$ cat src/rtl/fetch_fd_pkg.sv
`default_nettype none
// ============================================================================
//  Module   : fetch_pkg
//  Purpose  : Shared types and constants for the fetch stage and the
//             fetch/decode pipeline register.
//             - NOP_INSTR : bubble encoding handed to decode
//             - OP_HALT   : opcode field value of the halt instruction
//             - fetch_state_e : FETCH / HOLD / HALTED
//             - fd_payload_t  : {instr, pc2, valid} carried into decode
//  Revision : 1.0 - initial release
// ============================================================================
package fetch_pkg;

    localparam logic [15:0] NOP_INSTR = 16'h0800;
    localparam logic [4:0]  OP_HALT   = 5'b00000;

    typedef enum logic [1:0] {
        FETCH  = 2'd0,
        HOLD   = 2'd1,
        HALTED = 2'd2
    } fetch_state_e;

    typedef struct packed {
        logic [15:0] instr;
        logic [15:0] pc2;
        logic        valid;
    } fd_payload_t;

    // Takes only the opcode field so callers never pass unused operand bits.
    function automatic logic is_halt(input logic [4:0] opcode);
        return (opcode == OP_HALT);
    endfunction

endpackage
`default_nettype wire

$ cat src/rtl/fetch_fd_if.sv
`default_nettype none
// ============================================================================
//  Module   : fetch_fd_if
//  Purpose  : Bundles the instruction-memory bus, the decode-side F/D outputs
//             and the control inputs (stall, redirect) of the fetch stage.
//  Modports : master - the fetch stage (drives imem_addr/imem_rd and the F/D
//                      outputs, receives memory data and control inputs)
//             slave  - the environment (memory, decode, branch resolution)
//  Revision : 1.0 - initial release
// ============================================================================
interface fetch_fd_if;

    logic [15:0] imem_addr;
    logic        imem_rd;
    logic [15:0] imem_rdata;
    logic        imem_done;
    logic        stall_fd;
    logic        redirect;
    logic [15:0] redirect_pc;
    logic [15:0] instr_fd;
    logic [15:0] pc2_fd;
    logic        valid_fd;
    logic        halted;
    logic        err_fetch;

    modport master (
        output imem_addr, imem_rd,
        input  imem_rdata, imem_done,
        input  stall_fd, redirect, redirect_pc,
        output instr_fd, pc2_fd, valid_fd, halted, err_fetch
    );

    modport slave (
        input  imem_addr, imem_rd,
        output imem_rdata, imem_done,
        output stall_fd, redirect, redirect_pc,
        input  instr_fd, pc2_fd, valid_fd, halted, err_fetch
    );

endinterface
`default_nettype wire

$ cat src/rtl/fetch_fd_skid.sv
`default_nettype none
// ============================================================================
//  Module   : fd_skid
//  Purpose  : One-entry skid buffer for a pipeline register payload.
//  Ports    : clk, rst_n   - clock, synchronous active-low reset
//             load         - capture d (entry becomes full)
//             drain        - consumer took q (entry becomes empty)
//             clear        - flush, highest priority
//             d / q        - payload in / stored payload
//             full         - q holds a live entry
//  Revision : 1.0 - initial release
// ============================================================================
module fd_skid
    import fetch_pkg::*;
(
    input  wire logic        clk,
    input  wire logic        rst_n,
    input  wire logic        load,
    input  wire logic        drain,
    input  wire logic        clear,
    input  wire fd_payload_t d,
    output fd_payload_t      q,
    output logic             full
);

    fd_payload_t data_d, data_q;
    logic        full_d, full_q;

    always_comb begin
        data_d = data_q;
        full_d = full_q;
        if (clear) begin
            full_d = 1'b0;
        end else if (load) begin
            data_d = d;
            full_d = 1'b1;
        end else if (drain) begin
            full_d = 1'b0;
        end
    end

    always_ff @(posedge clk) begin
        if (!rst_n) begin
            data_q <= '{instr: NOP_INSTR, pc2: 16'h0000, valid: 1'b0};
            full_q <= 1'b0;
        end else begin
            data_q <= data_d;
            full_q <= full_d;
        end
    end

    assign q    = data_q;
    assign full = full_q;

endmodule
`default_nettype wire

$ cat src/rtl/fetch_fd.sv
`default_nettype none
// ============================================================================
//  Module   : fetch_fd
//  Purpose  : Instruction-fetch stage plus fetch/decode pipeline register.
//             Holds the PC, drives instruction memory, absorbs decode
//             back-pressure through a one-entry skid buffer, follows
//             redirects and stops fetching after a halt.
//  Ports    : clk    - clock, all state updates on rising edge
//             rst_n  - synchronous active-low reset
//             bus    - fetch_fd_if.master: imem_addr/imem_rd/imem_rdata/
//                      imem_done, stall_fd, redirect/redirect_pc,
//                      instr_fd/pc2_fd/valid_fd, halted, err_fetch
//  Revision : 1.0 - initial release
// ============================================================================
module fetch_fd
    import fetch_pkg::*;
#(
    parameter logic [15:0] RESET_PC  = 16'h0000,
    parameter logic [15:0] NOP_INSTR = 16'h0800
) (
    input  wire logic      clk,
    input  wire logic      rst_n,
    fetch_fd_if.master     bus
);

    fetch_state_e state_d, state_q;
    logic [15:0]  pc_d, pc_q;
    fd_payload_t  fd_d, fd_q;
    logic         halted_d, halted_q;
    logic         err_d, err_q;

    logic         skid_load, skid_drain, skid_clear, skid_full;
    fd_payload_t  skid_in, skid_q;
    logic [15:0]  pc_plus2;

    // Modulo-2^16: 16'hFFFE + 2 wraps to 16'h0000 silently.
    assign pc_plus2 = pc_q + 16'd2;
    assign skid_in  = '{instr: bus.imem_rdata, pc2: pc_plus2, valid: 1'b1};

    fd_skid u_skid (
        .clk   (clk),
        .rst_n (rst_n),
        .load  (skid_load),
        .drain (skid_drain),
        .clear (skid_clear),
        .d     (skid_in),
        .q     (skid_q),
        .full  (skid_full)
    );

    always_comb begin
        state_d    = state_q;
        pc_d       = pc_q;
        fd_d       = fd_q;
        halted_d   = halted_q;
        err_d      = err_q;
        skid_load  = 1'b0;
        skid_drain = 1'b0;
        skid_clear = 1'b0;

        if (bus.redirect) begin
            // Redirect overrides stall and drops any same-cycle memory data.
            // A bubble keeps the previous pc2 value.
            pc_d       = {bus.redirect_pc[15:1], 1'b0};
            fd_d.instr = NOP_INSTR;
            fd_d.valid = 1'b0;
            skid_clear = 1'b1;
            halted_d   = 1'b0;
            state_d    = FETCH;
            if (bus.redirect_pc[0]) begin
                err_d = 1'b1;
            end
        end else begin
            case (state_q)
                FETCH: begin
                    if (bus.imem_done) begin
                        pc_d = pc_plus2;
                        if (!bus.stall_fd) begin
                            fd_d = skid_in;
                            if (is_halt(bus.imem_rdata[15:11])) begin
                                state_d  = HALTED;
                                halted_d = 1'b1;
                            end
                        end else begin
                            // Decode is stalled: park the word in the skid.
                            skid_load = 1'b1;
                            state_d   = HOLD;
                        end
                    end else if (!bus.stall_fd) begin
                        fd_d.instr = NOP_INSTR;
                        fd_d.valid = 1'b0;
                    end
                end
                HOLD: begin
                    if (!bus.stall_fd && skid_full) begin
                        fd_d       = skid_q;
                        skid_drain = 1'b1;
                        if (is_halt(skid_q.instr[15:11])) begin
                            state_d  = HALTED;
                            halted_d = 1'b1;
                        end else begin
                            state_d = FETCH;
                        end
                    end else if (!bus.stall_fd) begin
                        state_d = FETCH;
                    end
                end
                HALTED: begin
                    // The halt itself is consumed by decode, then bubbles.
                    if (!bus.stall_fd) begin
                        fd_d.instr = NOP_INSTR;
                        fd_d.valid = 1'b0;
                    end
                end
                default: begin
                    state_d = FETCH;
                end
            endcase
        end
    end

    always_ff @(posedge clk) begin
        if (!rst_n) begin
            state_q  <= FETCH;
            pc_q     <= RESET_PC;
            fd_q     <= '{instr: NOP_INSTR, pc2: 16'h0000, valid: 1'b0};
            halted_q <= 1'b0;
            err_q    <= 1'b0;
        end else begin
            state_q  <= state_d;
            pc_q     <= pc_d;
            fd_q     <= fd_d;
            halted_q <= halted_d;
            err_q    <= err_d;
        end
    end

    assign bus.imem_addr = pc_q;
    assign bus.imem_rd   = rst_n && (state_q == FETCH);
    assign bus.instr_fd  = fd_q.instr;
    assign bus.pc2_fd    = fd_q.pc2;
    assign bus.valid_fd  = fd_q.valid;
    assign bus.halted    = halted_q;
    assign bus.err_fetch = err_q;

endmodule
`default_nettype wire

$ cat src/flat_wrapper.sv
// flat-port wrapper written by rule: the top's interface ports become plain ports
module fetch_fd_flat import fetch_pkg::*;
#(
    parameter logic [15:0] RESET_PC  = 16'h0000,
    parameter logic [15:0] NOP_INSTR = 16'h0800
)
  (clk, rst_n, bus_imem_addr, bus_imem_rd, bus_imem_rdata, bus_imem_done, bus_stall_fd, bus_redirect, bus_redirect_pc, bus_instr_fd, bus_pc2_fd, bus_valid_fd, bus_halted, bus_err_fetch);
  fetch_fd_if bus_i ();
  input  wire logic clk;
  input  wire logic rst_n;
  output wire logic [$bits(bus_i.imem_addr)-1:0] bus_imem_addr;
  output wire logic [$bits(bus_i.imem_rd)-1:0] bus_imem_rd;
  input wire logic [$bits(bus_i.imem_rdata)-1:0] bus_imem_rdata;
  input wire logic [$bits(bus_i.imem_done)-1:0] bus_imem_done;
  input wire logic [$bits(bus_i.stall_fd)-1:0] bus_stall_fd;
  input wire logic [$bits(bus_i.redirect)-1:0] bus_redirect;
  input wire logic [$bits(bus_i.redirect_pc)-1:0] bus_redirect_pc;
  output wire logic [$bits(bus_i.instr_fd)-1:0] bus_instr_fd;
  output wire logic [$bits(bus_i.pc2_fd)-1:0] bus_pc2_fd;
  output wire logic [$bits(bus_i.valid_fd)-1:0] bus_valid_fd;
  output wire logic [$bits(bus_i.halted)-1:0] bus_halted;
  output wire logic [$bits(bus_i.err_fetch)-1:0] bus_err_fetch;
  assign bus_imem_addr = bus_i.imem_addr;
  assign bus_imem_rd = bus_i.imem_rd;
  assign bus_i.imem_rdata = bus_imem_rdata;
  assign bus_i.imem_done = bus_imem_done;
  assign bus_i.stall_fd = bus_stall_fd;
  assign bus_i.redirect = bus_redirect;
  assign bus_i.redirect_pc = bus_redirect_pc;
  assign bus_instr_fd = bus_i.instr_fd;
  assign bus_pc2_fd = bus_i.pc2_fd;
  assign bus_valid_fd = bus_i.valid_fd;
  assign bus_halted = bus_i.halted;
  assign bus_err_fetch = bus_i.err_fetch;
  fetch_fd #(.RESET_PC(RESET_PC), .NOP_INSTR(NOP_INSTR)) u_core (.clk(clk), .rst_n(rst_n), .bus(bus_i));
endmodule
$ cat config.mk
export PLATFORM = sky130hd
export DESIGN_NAME = fetch_fd_flat
export DESIGN_NICKNAME = d
export VERILOG_FILES = /design/src/rtl/fetch_fd_pkg.sv /design/src/rtl/fetch_fd_if.sv /design/src/rtl/fetch_fd_skid.sv /design/src/rtl/fetch_fd.sv /design/src/flat_wrapper.sv
export SDC_FILE = /design/constraint.sdc
export NUM_CORES = 1
export LEC_CHECK = 0
export ABC_AREA = 1
export CAP_MARGIN = 25
export CORE_MARGIN = 2
export CORE_UTILIZATION = 54
export CTS_BUF_LIST = sky130_fd_sc_hd__clkbuf_8
export CTS_CLUSTER_DIAMETER = 60
export CTS_CLUSTER_SIZE = 40
export DETAILED_ROUTE_END_ITERATION = 12
export GPL_TIMING_DRIVEN = 0
export PLACE_DENSITY = 0.88
export RECOVER_POWER = 100
export SLEW_MARGIN = 30
export SYNTH_ARGS = -nofsm -noshare
export SYNTH_HDL_FRONTEND = slang
export SYNTH_HIERARCHICAL = 1
export SYNTH_SLANG_ARGS = --single-unit
$ cat constraint.sdc
create_clock -name clk -period 1.9 [get_ports clk]
set_input_delay 0.19 -clock clk [delete_from_list [all_inputs] [get_ports clk]]
set_output_delay 0.19 -clock clk [all_outputs]
set_load 0.02 [all_outputs]
Yosys cells after proc, flatten, opt, wreduce, memory -nomap -nowiden
Index checks and enable logic that the tools add are counted.
{"block": "classes", "n_addsub": 1, "n_eq_ne": 10, "muxes": 36, "bitwise_logic": 4, "n_reduce_logical": 21}
{"cell": "16-bit 2-to-1 mux", "n": 6}
{"cell": "33-bit 2-to-1 mux", "n": 2}
{"cell": "16-bit one-hot mux with 3 select lines", "n": 1}
{"cell": "16-bit one-hot mux with 2 select lines", "n": 1}
{"cell": "1-bit 2-to-1 mux", "n": 17}
{"cell": "16-bit by 2-bit adder with 16-bit output (second input constant)", "n": 1}
{"cell": "2-bit 2-to-1 mux", "n": 6}
{"cell": "5-bit zero test", "n": 2}
{"cell": "2-bit AND reduction", "n": 4}
{"cell": "2-bit nonzero test", "n": 4}
{"cell": "2-bit by 1-bit inequality test with 1-bit output (second input constant)", "n": 3}
{"cell": "3-bit by 2-bit inequality test with 1-bit output (second input constant)", "n": 2}
{"cell": "2-bit one-hot mux with 3 select lines", "n": 1}
{"cell": "6-bit AND reduction", "n": 1}
{"cell": "5-bit AND reduction", "n": 1}
{"cell": "2-bit inequality test (second input constant)", "n": 2}
{"cell": "1-bit NOT", "n": 4}
{"cell": "4-bit AND reduction", "n": 1}
{"cell": "2-bit OR reduction", "n": 2}
{"cell": "3-bit inequality test (second input constant)", "n": 1}
{"cell": "1-bit one-hot mux with 3 select lines", "n": 1}
{"cell": "3-bit AND reduction", "n": 1}
{"cell": "3-bit nonzero test", "n": 1}
{"cell": "2-bit by 1-bit equality test with 1-bit output (second input constant)", "n": 1}
{"cell": "5 further kinds", "n": 6}
{"block": "word_totals", "reg_bits": 87, "input_bits": 37, "output_inout_bits": 52}

Longest topological paths before layout
Gate-level depths: netlist of the first run.
{"block": "logic_depth", "word_depth": 7, "depth_mapped": 12, "ltp_nobuf": 11}

By module
The synthesis of the first run kept the hierarchy.
{"mod": "fetch_fd", "instances": 1, "cells_per_inst": 538, "area_per_inst_um2": 3338.2, "seq_area_each_um2": 1041.0}
{"mod": "fd_skid", "instances": 1, "cells_per_inst": 218, "area_per_inst_um2": 1458.9, "seq_area_each_um2": 680.7}

Least setup slack after synthesis of the first run
No wires, ideal clock.
{"block": "synth_path", "kind": "register -> register", "start": "register u_core.state_q[0]", "end": "register u_core.u_skid.data_q, in the netlist u_core/u_skid/q[30]", "arrival_ns": 1.603, "required_time_ns": 1.836, "slack_ns": 0.233, "path_stages_with_launch": 13, "path_buffers": 2, "synth_period_minus_slack_ns": 1.667, "cell_sequence": "dfxtp_1 > inv_1 > ha_1 > nand2_1 > nor2_1 > inv_1 > nor2_1 > buf_4 > inv_2 > nor2_4 > buf_6 > nor2_1 > nor2_1"}
{"block": "synth_between", "elab_chain_cells": 4}
{"element": "start: declaration", "line_no": "fetch_fd.sv:26", "rtl": "fetch_state_e state_d, state_q;"}
{"element": "start signal: assignment", "line_no": "fetch_fd.sv:130", "rtl": "state_q <= state_d;"}
{"element": "2-bit zero test", "line_no": "fetch_fd.sv:74", "rtl": "case (state_q)"}
{"element": "1-bit 2-to-1 mux", "line_no": "fetch_fd.sv:74"}
{"element": "1-bit 2-to-1 mux", "line_no": "fetch_fd.sv:61", "rtl": "if (bus.redirect) begin"}
{"element": "named net u_core.skid_load", "line_no": "fetch_fd.sv:32", "rtl": "logic skid_load, skid_drain, skid_clear, skid_full;"}
{"element": "2-bit AND reduction (no line)"}
{"element": "end signal: assignment", "line_no": "fetch_fd_skid.sv:44", "rtl": "data_q <= '{instr: NOP_INSTR, pc2: 16'h0000, valid: 1'b0};"}
{"element": "end signal: assignment", "line_no": "fetch_fd_skid.sv:47", "rtl": "data_q <= data_d;"}
{"element": "end: declaration", "line_no": "fetch_fd_skid.sv:26", "rtl": "fd_payload_t data_d, data_q;"}
The timed path passes the listed nets, and every way through them passes these cells.
A chain may end at the register's enable or synchronous reset.

Worst setup path after layout of the first run
{"block": "layout_path", "start": "input bus_redirect", "end": "register u_core.u_skid.data_q, in the netlist u_core/u_skid/q[24]"}
{"block": "layout_between", "elab_cells_between_ends": 4}
{"element": "start: declaration", "line_no": "flat_wrapper.sv:16", "rtl": "input wire logic [$bits(bus_i.redirect)-1:0] bus_redirect;"}
{"element": "1-bit 2-to-1 mux", "line_no": "fetch_fd.sv:61"}
{"element": "named net u_core.skid_load", "line_no": "fetch_fd.sv:32"}
{"element": "2-bit AND reduction (no line)"}
The timed path passes the listed nets, and every way through them passes these cells.

==> metrics.txt, run 1 <==
Cell Area, Synth 4800 um^2; final wirelength 15100 um; GRT overflow 0; Fill cells 684; fmax 543 MHz; Starting Density 55.3%; Cell variety after synth 35; Hold Violations, Final 0; DR WL/cell 15.5 um; I/O Buffers 85; RePlAce Congestion 0.912; Synth area leaders dfxtp_1 (36%), nand2_1 (13%), nor2_1 (11%); startpoint class of the critical path input port; clk slew on worst S/H paths 0.10 ns; status finished clean; crit path kind input port to flip-flop; Worst Hold Slack 0.115 ns; area leader, netlist dfxtp_1; antenna violations before repair 0; Syn Area/Cell 6.35 um^2; CP arrival 2.11 ns; io pins 89; Leakage Power 2.79 nW; endpoint class of the critical path flip-flop; NumNets Final 905; setup violators final 0; first-pass GRT wire length 23900 um; Max Root-Sink Buffers 2; Least-Margin Pin Slew 0.648 ns; die width 98.3 um; drt pass-1 iters 7; VDD IR max 0.435 mV; area fraction of the dominant cell type after synthesis 35.9%; fin crit share 96.9%; DRC viols 0; total global-route track usage 30.1%; H-Tree Depth 3; register bit total from synthesis 86; routed vias 5578; Vert. Die Dim 98.3 um; drt first-iter violations 769; Area Growth Syn to Fin 29.0%; Antenna diodes 0; # clock sinks 86; Root Buffer clkbuf_8; Post-Place Setup Slack -0.581 ns; Max FO, Critical Path 10; setup ws final 0.0583 ns; Yosys warnings 6; Max Slew Vio Count 0; Mapped Cells 756; CTS Buf Count 9; core box area 8680 um^2; Max-Cap Viols 0; CTS tree done; Via density 5.72; die area 9650 um^2; PwrDens 733 nW/um^2; number of global-route vias before repair 5184; insertion delay to the later sink of the worst-skew pair 0.37 ns; type of the most critical hold path input port to flip-flop; largest net degree at the start of global routing 17; Setup TNS 0 ns; share of layout cells above drive strength 1 9.91%; Relative slew margins 56.7%; Worst Skew 0.0170 ns; Std-Cell Rows 34; Final min period 1.84 ns; WP data required 2.17 ns; DP HPWL 10100 um; Routed Antenna Nets 0; post-synthesis sequential area ratio 35.9%
==> sequential cells by signal (all words and copies together), names as in the netlist <==
name                  flops
u_core/state_q            2
u_core/bus.err_fetch      1
u_core/bus.imem_addr     15
u_core/bus.instr_fd      16
u_core/bus.halted         1
u_core/bus.pc2_fd        16
u_core/u_skid/full        1
u_core/bus.valid_fd       1
u_core/u_skid/q          33
==> worst paths after layout <==
check                                               startpoint                                 end  slack (ns)  depth (start not counted)
worst max-delay path                              bus_redirect    u_core/u_skid/q[24]$_SDFFE_PN0P_        0.06                         11
worst min-delay path                                     rst_n  u_core/bus.pc2_fd[11]$_SDFFE_PN0P_        0.11                          3
worst max register to register  u_core/state_q[1]$_SDFFE_PP0P_    u_core/u_skid/q[24]$_SDFFE_PN0P_        0.07                         13
worst min register to register  u_core/bus.halted$_SDFFE_PP0P_      u_core/bus.halted$_SDFFE_PP0P_        0.48                          2
==> what timing repair did <==
action                                  4_1_cts  5_1_grt
gates resized for setup                       6       23
endpoints found under the setup margin       44       63
hold buffers                                  0        0
pin swaps                                     0        3
cloned                                        0        3
buffers inserted                              0        8
==> cell usage in the layout (no fill, tap or decap), types with 3 or more instances in the layout <==
cell / netlist / final
a21oi_1: 41 / 41
a31oi_1: 4 / 4
and2_1: 5 / 5
buf_2: 12 / 13
buf_4: 3 / 11
buf_6: 8 / 8
bufinv_16: 0 / 3
clkbuf_1: 16 / 15
clkbuf_8: 0 / 9
clkdlybuf4s50_1: 0 / 37
conb_1: 2 / 3
dfxtp_1: 86 / 82
dfxtp_2: 0 / 4
dlygate4sd3_1: 0 / 46
ha_1: 5 / 3
inv_1: 93 / 89
inv_2: 6 / 8
nand2_1: 160 / 158
nand3_1: 52 / 52
nand3b_1: 3 / 3
nand4_1: 23 / 23
nor2_1: 144 / 142
nor2_2: 4 / 5
o211ai_1: 15 / 15
o21ai_0: 40 / 40
o21ai_1: 12 / 10
o21ai_2: 1 / 3
xor2_1: 5 / 5
==> cell type report <==
cell class,instances,area (um^2),area share [%]
well taps,108,135,2.18
clock buffers,9,124,2.00
clock inverters,7,120,1.94
repair buffers,96,950,15.3
flip-flops and latches,86,1730,27.9
multi-input cells,529,2500,40.5
plain buffers,41,246,3.98
inverters,100,382,6.17
==> cell families (layout without fill, tap and decap cells) <==
| logic type | after synthesis | count (layout) | share of synthesized area (%) |
|---|---|---|---|
| and+or+nand+nor | 397 | 397 | 35.0 |
| AOI/OAI and AO/OA | 118 | 118 | 13.6 |
| other | 2 | 3 | 0.157 |
| DFF | 86 | 86 | 35.9 |
| adders and majority gates | 5 | 5 | 1.30 |
| buffers and inverters | 142 | 253 | 12.9 |
| xor gates and xnor gates | 6 | 6 | 1.10 |
==> Yosys cell counts <==
cell	number
nand3_2	2
xor2_1	5
clkinv_1	1
buf_4	3
a22oi_1	1
nand3_1	52
nor3_1	1
xnor2_1	1
inv_2	6
buf_2	12
o21ai_2	1
and2_1	5
clkbuf_1	16
dfxtp_1	86
or2_2	1
nand4_1	23
a21oi_1	41
nor2_1	144
o21ai_0	40
a31oi_1	4
nand3b_1	3
nand2_1	160
nor2_4	1
o21ai_1	12
nand2_4	1
a21oi_2	2
a22o_1	2
ha_1	5
conb_1	2
buf_1	2
clkbuf_2	1
o211ai_1	15
buf_6	8
inv_1	93
nor2_2	4
==> layer usage <==
metal | vias to the layer above | GRT usage (%) | wire length (um)
met2 | 423 | 49.7 | 7000
met5 | - | 0 | 0
met4 | 0 | 13.4 | 520
li1 | 2602 | - | -
met3 | 77 | 4.72 | 1780
met1 | 2476 | 39.0 | 5830
==> metrics by stage <==
stage,utilization (%),cells,power [mW],area (um^2)
finish,71.3,976,4.54,6190
global route,71.3,976,4.70,6190
CTS,69.6,965,4.51,6040
detailed placement,66.7,950,2.93,5790
global placement,66.7,950,2.90,5790
floorplan,-,757,2.56,4800
==> where the power goes <==
group / internal [mW] / switching [mW]
Sequential: 1.90 / 0.0788
Combinational: 0.378 / 0.582
Clock: 0.881 / 0.720
==> critical path: stages <==
cell           delay, ns
dlygate4sd2_1       0.42
buf_2               0.31
buf_2               0.29
nor2_1              0.08
buf_4               0.15
inv_2               0.08
nor2_4              0.06
buf_4               0.16
clkbuf_16           0.15
nor2_1              0.13
nor2_1              0.08
Note: power is estimated with default switching activity, not from simulation.
==> run 2: changes to the inputs <==
- CORE_UTILIZATION: 54 -> 59
- PLACE_DENSITY: 0.88 -> 0.95
- clock period: 1.9 -> 2.3 ns (I/O delays scaled with it)
==> run 2 against run 1 <==
Combinational power down 22%. Highest routed layer unchanged. Sequential power decreased by 18%. Largest power group unchanged. Critical path type unchanged. Critical path depth down 1. Routed wire length fell by 5.4%. Clock power shrank 30%. Die area is 8.1% lower. Core utilization is 5.0 points higher. Non-clock buffer count decreased by 10. Via count shrank 1.3%.
==> metrics.txt, run 2 (same netlist as run 1, synthesis figures left out) <==
I/O Buffers 85; crit path kind input port to flip-flop; core box area 7810 um^2; Vert. Die Dim 94.2 um; sequential share of power 46.6%; H-Tree Depth 3; DP HPWL 9930 um; Via density 5.74; insertion delay to the later sink of the worst-skew pair 0.35 ns; Area Growth Syn to Fin 24.1%; total global-route track usage 33.5%; GRT overflow 0; Max Root-Sink Buffers 2; slowest stage cell on the critical path clkdlybuf4s50_1; area of the multi-input gates 2450 um^2; Worst Hold Slack 0.174 ns; clk slew on worst S/H paths 0.09 ns; CTS tree done; VDD IR max 0.270 mV; Max Slew Vio Count 0; io pins 89; die width 94.2 um; Max FO, Critical Path 10; die area 8870 um^2; status finished clean; Final min period 2.27 ns; drt pass-1 iters 6; fin crit share 98.9%; commonest non-fill, non-tap cell in the layout nand2_1; Logic pwr share 21.4%; Clk network pwr share 32.0%; RePlAce Congestion 0.918; Std-Cell Rows 32; Int Pwr 2.45 mW; Hold Violations, Final 0; Leakage Power 2.70 nW; DRC viols 0; Buffers & Inverters on Critical Path 6; Fill cells 626; Least-Margin Pin Slew 0.654 ns; number of global-route vias before repair 5243; Starting Density 61.4%; post-layout util 76.3%; antenna violations before repair 0; drt first-iter violations 683; setup violators final 0; switching power 1.05 mW; max reg flops 33; endpoint class of the critical path flip-flop; Antenna diodes 0; fmax 440 MHz; CP arrival 2.51 ns; # clock sinks 86; highest-count cells in the layout ignoring fill and taps nand2_1 (161), nor2_1 (146), inv_1 (94); share of layout cells above drive strength 1 5.95%; Sw Share 30.0%; final wirelength 14300 um; Relative slew margins 56.3%; most frequent CP cell nor2_1; Hold Buf Count CTS 0; top cell family by delay on the critical path buffers and inverters; largest net degree at the start of global routing 14; cts repair resizes 0; worst path cell trace clkdlybuf4s50_1 -> buf_2 -> clkbuf_1 -> nor2_1 -> buf_4 -> inv_2 -> nor2_4 -> buf_6 -> nor2_1 -> nor2_1; Root Buffer clkbuf_8; Max stage delay on crit path 0.67 ns; DR WL/cell 14.9 um; type of the most critical hold path input port to flip-flop; first-pass GRT wire length 23600 um; CTS Buf Count 9; startpoint class of the critical path input port; Reg area 1720 um^2; PwrDens 588 nW/um^2; Max-Cap Viols 0; routed vias 5505; unrepaired setup endpoints after global routing no; NumNets Final 895; postcts setup bufs 0; WP data required 2.54 ns; Worst Skew 0.00921 ns; Routed Antenna Nets 0
run 2: changes by cell type in the layout (fill, tap and decap cells not counted), sizes merged:
cell           change
buf               -13
dlygate4sd3        +5
clkbuf             +3
clkdlybuf4s50      -3
clkinv             +2
clkinvlp           -2
dlygate4sd2        -2
bufinv             -1
run 2: layer usage:
layer,vias up,track usage (%),share of wire [%],wire (um)
li1,2586,-,-,-
met2,382,54.3,47,6700
met4,0,15.3,2.2,312
met5,-,0,0,0
met1,2495,44.0,41,5810
met3,42,4.74,10,1490
run 2: area by class of cell:
type	instances	area share [%]
Clock buffer	9	2.08
Tap cell	102	2.14
Buffer	42	3.87
Timing Repair Buffer	85	14.3
Sequential cell	86	28.9
Inverter	100	6.30
Clock inverter	6	1.32
Multi-Input combinational cell	529	41.1
run 2: tightest hold or removal path, stage by stage:
cell and delay (ns):
buf_4 0.15, nand2_1 0.07, a21oi_1 0.03
run 2: stage by stage:
step	instances	worst slack, ns	cell area (um^2)	total power, mW	TNS (ns)
floorplan	757	0.633	4800	2.12	0
global placement	944	-0.168	5780	2.39	-5.06
detailed placement	944	-0.212	5780	2.41	-5.58
CTS	959	0.105	5980	3.53	0
global route	959	0.0113	5950	3.66	0
finish	959	0.0256	5950	3.50	0
run 2: power by group through the flow:
stage / Combinational, mW / Sequential (mW) / Clock [mW]
global route: 0.820 / 1.64 / 1.20
global placement: 0.729 / 1.66 / 0
CTS: 0.760 / 1.63 / 1.14
floorplan: 0.395 / 1.72 / 0
detailed placement: 0.748 / 1.67 / 0
finish: 0.750 / 1.63 / 1.12
run 2: worst paths after layout:
path	from	end	slack [ns]	depth (start not counted)
setup / recovery	bus_redirect	u_core/u_skid/q[11]$_SDFFE_PN0P_	0.03	10
hold reg to reg	u_core/bus.pc2_fd[3]$_SDFFE_PN0P_	u_core/bus.pc2_fd[3]$_SDFFE_PN0P_	0.48	2
setup reg to reg	u_core/state_q[0]$_SDFFE_PP0P_	u_core/bus.imem_addr[13]$_SDFFE_PN0P_	0.14	7
hold / removal	rst_n	u_core/bus.pc2_fd[12]$_SDFFE_PN0P_	0.17	3
==> run 3: changes to the inputs <==
- CORE_UTILIZATION: 59 -> 57
- CTS_BUF_LIST: sky130_fd_sc_hd__clkbuf_8 -> sky130_fd_sc_hd__clkbuf_4 sky130_fd_sc_hd__clkbuf_8 sky130_fd_sc_hd__clkbuf_16
- PLACE_DENSITY: 0.95 -> 0.92
==> run 3 against run 2 <==
Design area about the same. Routed wire length down 1.5%. Total power up 0.55%. First-iteration DRC count down 9.2%. Die area up 3.4%. Critical path type unchanged. Critical endpoint is now u_core/u_skid/q[20]$_SDFFE_PN0P_.
==> metrics.txt, run 3 (same netlist as run 1, synthesis figures left out) <==
drt pass-1 iters 5; die area 9170 um^2; total global-route track usage 31.3%; type of the most critical hold path input port to flip-flop; setup violators final 0; H-Tree Depth 3; unrepaired setup endpoints after global routing no; crit path kind input port to flip-flop; capturing point of the worst reg2reg path u_core/bus.instr_fd[13]$_SDFFE_PP0P_; Root Buffer clkbuf_8; Max FO, Critical Path 10; DP HPWL 10000 um; # clock sinks 86; fin crit share 96.1%; largest net degree at the start of global routing 14; Hold EP u_core/bus.pc2_fd[15]$_SDFFE_PN0P_; Buffers & Inverters on Critical Path 5; worst reg2reg setup slack 0.15 ns; io pins 89; PwrDens 591 nW/um^2; cell total after placement 947; first-pass GRT wire length 22600 um; Relative slew margins 58.0%; routed vias 5402; endpoint class of the critical path flip-flop; NumNets Final 895; Least-Margin Pin Slew 0.628 ns; Max Root-Sink Buffers 2; Vert. Die Dim 95.7 um; FF-to-FF Start u_core/state_q[1]$_SDFFE_PP0P_; core box area 8180 um^2; max reg flops 33; insertion delay to the later sink of the worst-skew pair 0.35 ns; post-layout util 72.8%; Post-Layout Cell Count 962; Starting Density 58.7%; drt first-iter violations 620; slowest stage cell on the critical path clkdlybuf4s50_1; CP arrival 2.50 ns; DRC viols 0; share of layout cells above drive strength 1 5.83%; Final min period 2.21 ns; most frequent CP cell nor2_1; Antenna diodes 0; Hold Buf Count CTS 0; r2r worst-path depth 10; CTS tree done; top cell family by delay on the critical path buffers and inverters; Std-Cell Rows 33; worst path cell trace clkdlybuf4s50_1 -> buf_2 -> clkbuf_1 -> nor2_1 -> buf_4 -> clkbuf_2 -> nand3_1 -> nand2_1 -> nor2_1; antenna violations before repair 0; startpoint class of the critical path input port; clk slew on worst S/H paths 0.09 ns; Post-Place Setup Slack -0.214 ns; status finished clean; Max stage delay on crit path 0.68 ns; commonest non-fill, non-tap cell in the layout nand2_1; WP data required 2.59 ns; GRT overflow 0; CTS Buf Count 9; I/O Buffers 85; final wirelength 14100 um; worst hold start rst_n; fmax 452 MHz; worst hold path cell count 3; DR WL/cell 14.7 um; Via density 5.62; postcts setup bufs 0; Hold Violations, Final 0; RePlAce Congestion 0.904; setup ws final 0.0887 ns; Critical Path Start bus_redirect; highest-count cells in the layout ignoring fill and taps nand2_1 (161), nor2_1 (145), inv_1 (94); Area Growth Syn to Fin 24.2%; die width 95.7 um; Max-Cap Viols 0; Worst Skew 0.00820 ns; Leakage Power 2.70 nW; VDD IR max 0.415 mV; cts repair resizes 0; Routed Antenna Nets 0; Design Power 3.52 mW; number of global-route vias before repair 4943; Max Slew Vio Count 0
-- run 3: per-stage QoR --
stage	hold WS, ns	cell area (um^2)	setup TNS [ns]
2_1_floorplan	0.375	4800	0
3_3_place_gp	0.459	5780	-4.85
3_5_place_dp	0.472	5780	-5.71
4_1_cts	0.158	5990	0
5_1_grt	0.180	5960	0
6_report	0.175	5960	0
-- run 3: worst max path at each step --
stage | end | slack [ns] | depth (start not counted)
3_3_place_gp | u_core/u_skid/q[17]$_SDFFE_PN0P_ | -0.16 | 10
5_1_grt | u_core/u_skid/q[14]$_SDFFE_PN0P_ | 0.01 | 9
2_1_floorplan | u_core/u_skid/q[30]$_SDFFE_PN0P_ | 0.63 | 12
3_5_place_dp | u_core/u_skid/q[14]$_SDFFE_PN0P_ | -0.21 | 10
4_1_cts | u_core/u_skid/q[14]$_SDFFE_PN0P_ | 0.17 | 10
6_report | u_core/u_skid/q[20]$_SDFFE_PN0P_ | 0.09 | 9
-- run 3: final cells by class --
cell class / instances / area, um^2
flip-flops and latches: 86 / 1720
multi-input cells: 529 / 2440
well taps: 105 / 131
clock buffers: 10 / 131
repair buffers: 85 / 851
inverters: 100 / 375
clock inverters: 5 / 75.1
fillers: 662 / 2220
plain buffers: 42 / 230
-- run 3: power by group --
group          total [mW]  internal, mW  switching [mW]
combinational       0.751         0.290           0.461
clock                1.14         0.613           0.529
sequential           1.63          1.57          0.0626
total                3.52          2.47            1.05
-- run 3: worst register-to-register path: stages (launching register included) --
cell and delay (ns):
dfxtp_1 0.34, inv_1 0.09, ha_1 0.29, inv_1 0.17
a21oi_1 0.23, nor2_1 0.07, nand2_1 0.30, inv_2 0.18
buf_6 0.18, o21ai_0 0.15, nor2_1 0.05
-- run 3: routing by layer --
layer / vias up / GRT usage [%] / routed length (um)
li1: 2583 / - / -
met1: 2448 / 42.1 / 5810
met2: 331 / 51.0 / 6430
met3: 40 / 4.54 / 1520
met4: 0 / 11.4 / 345
met5: - / 0 / 0
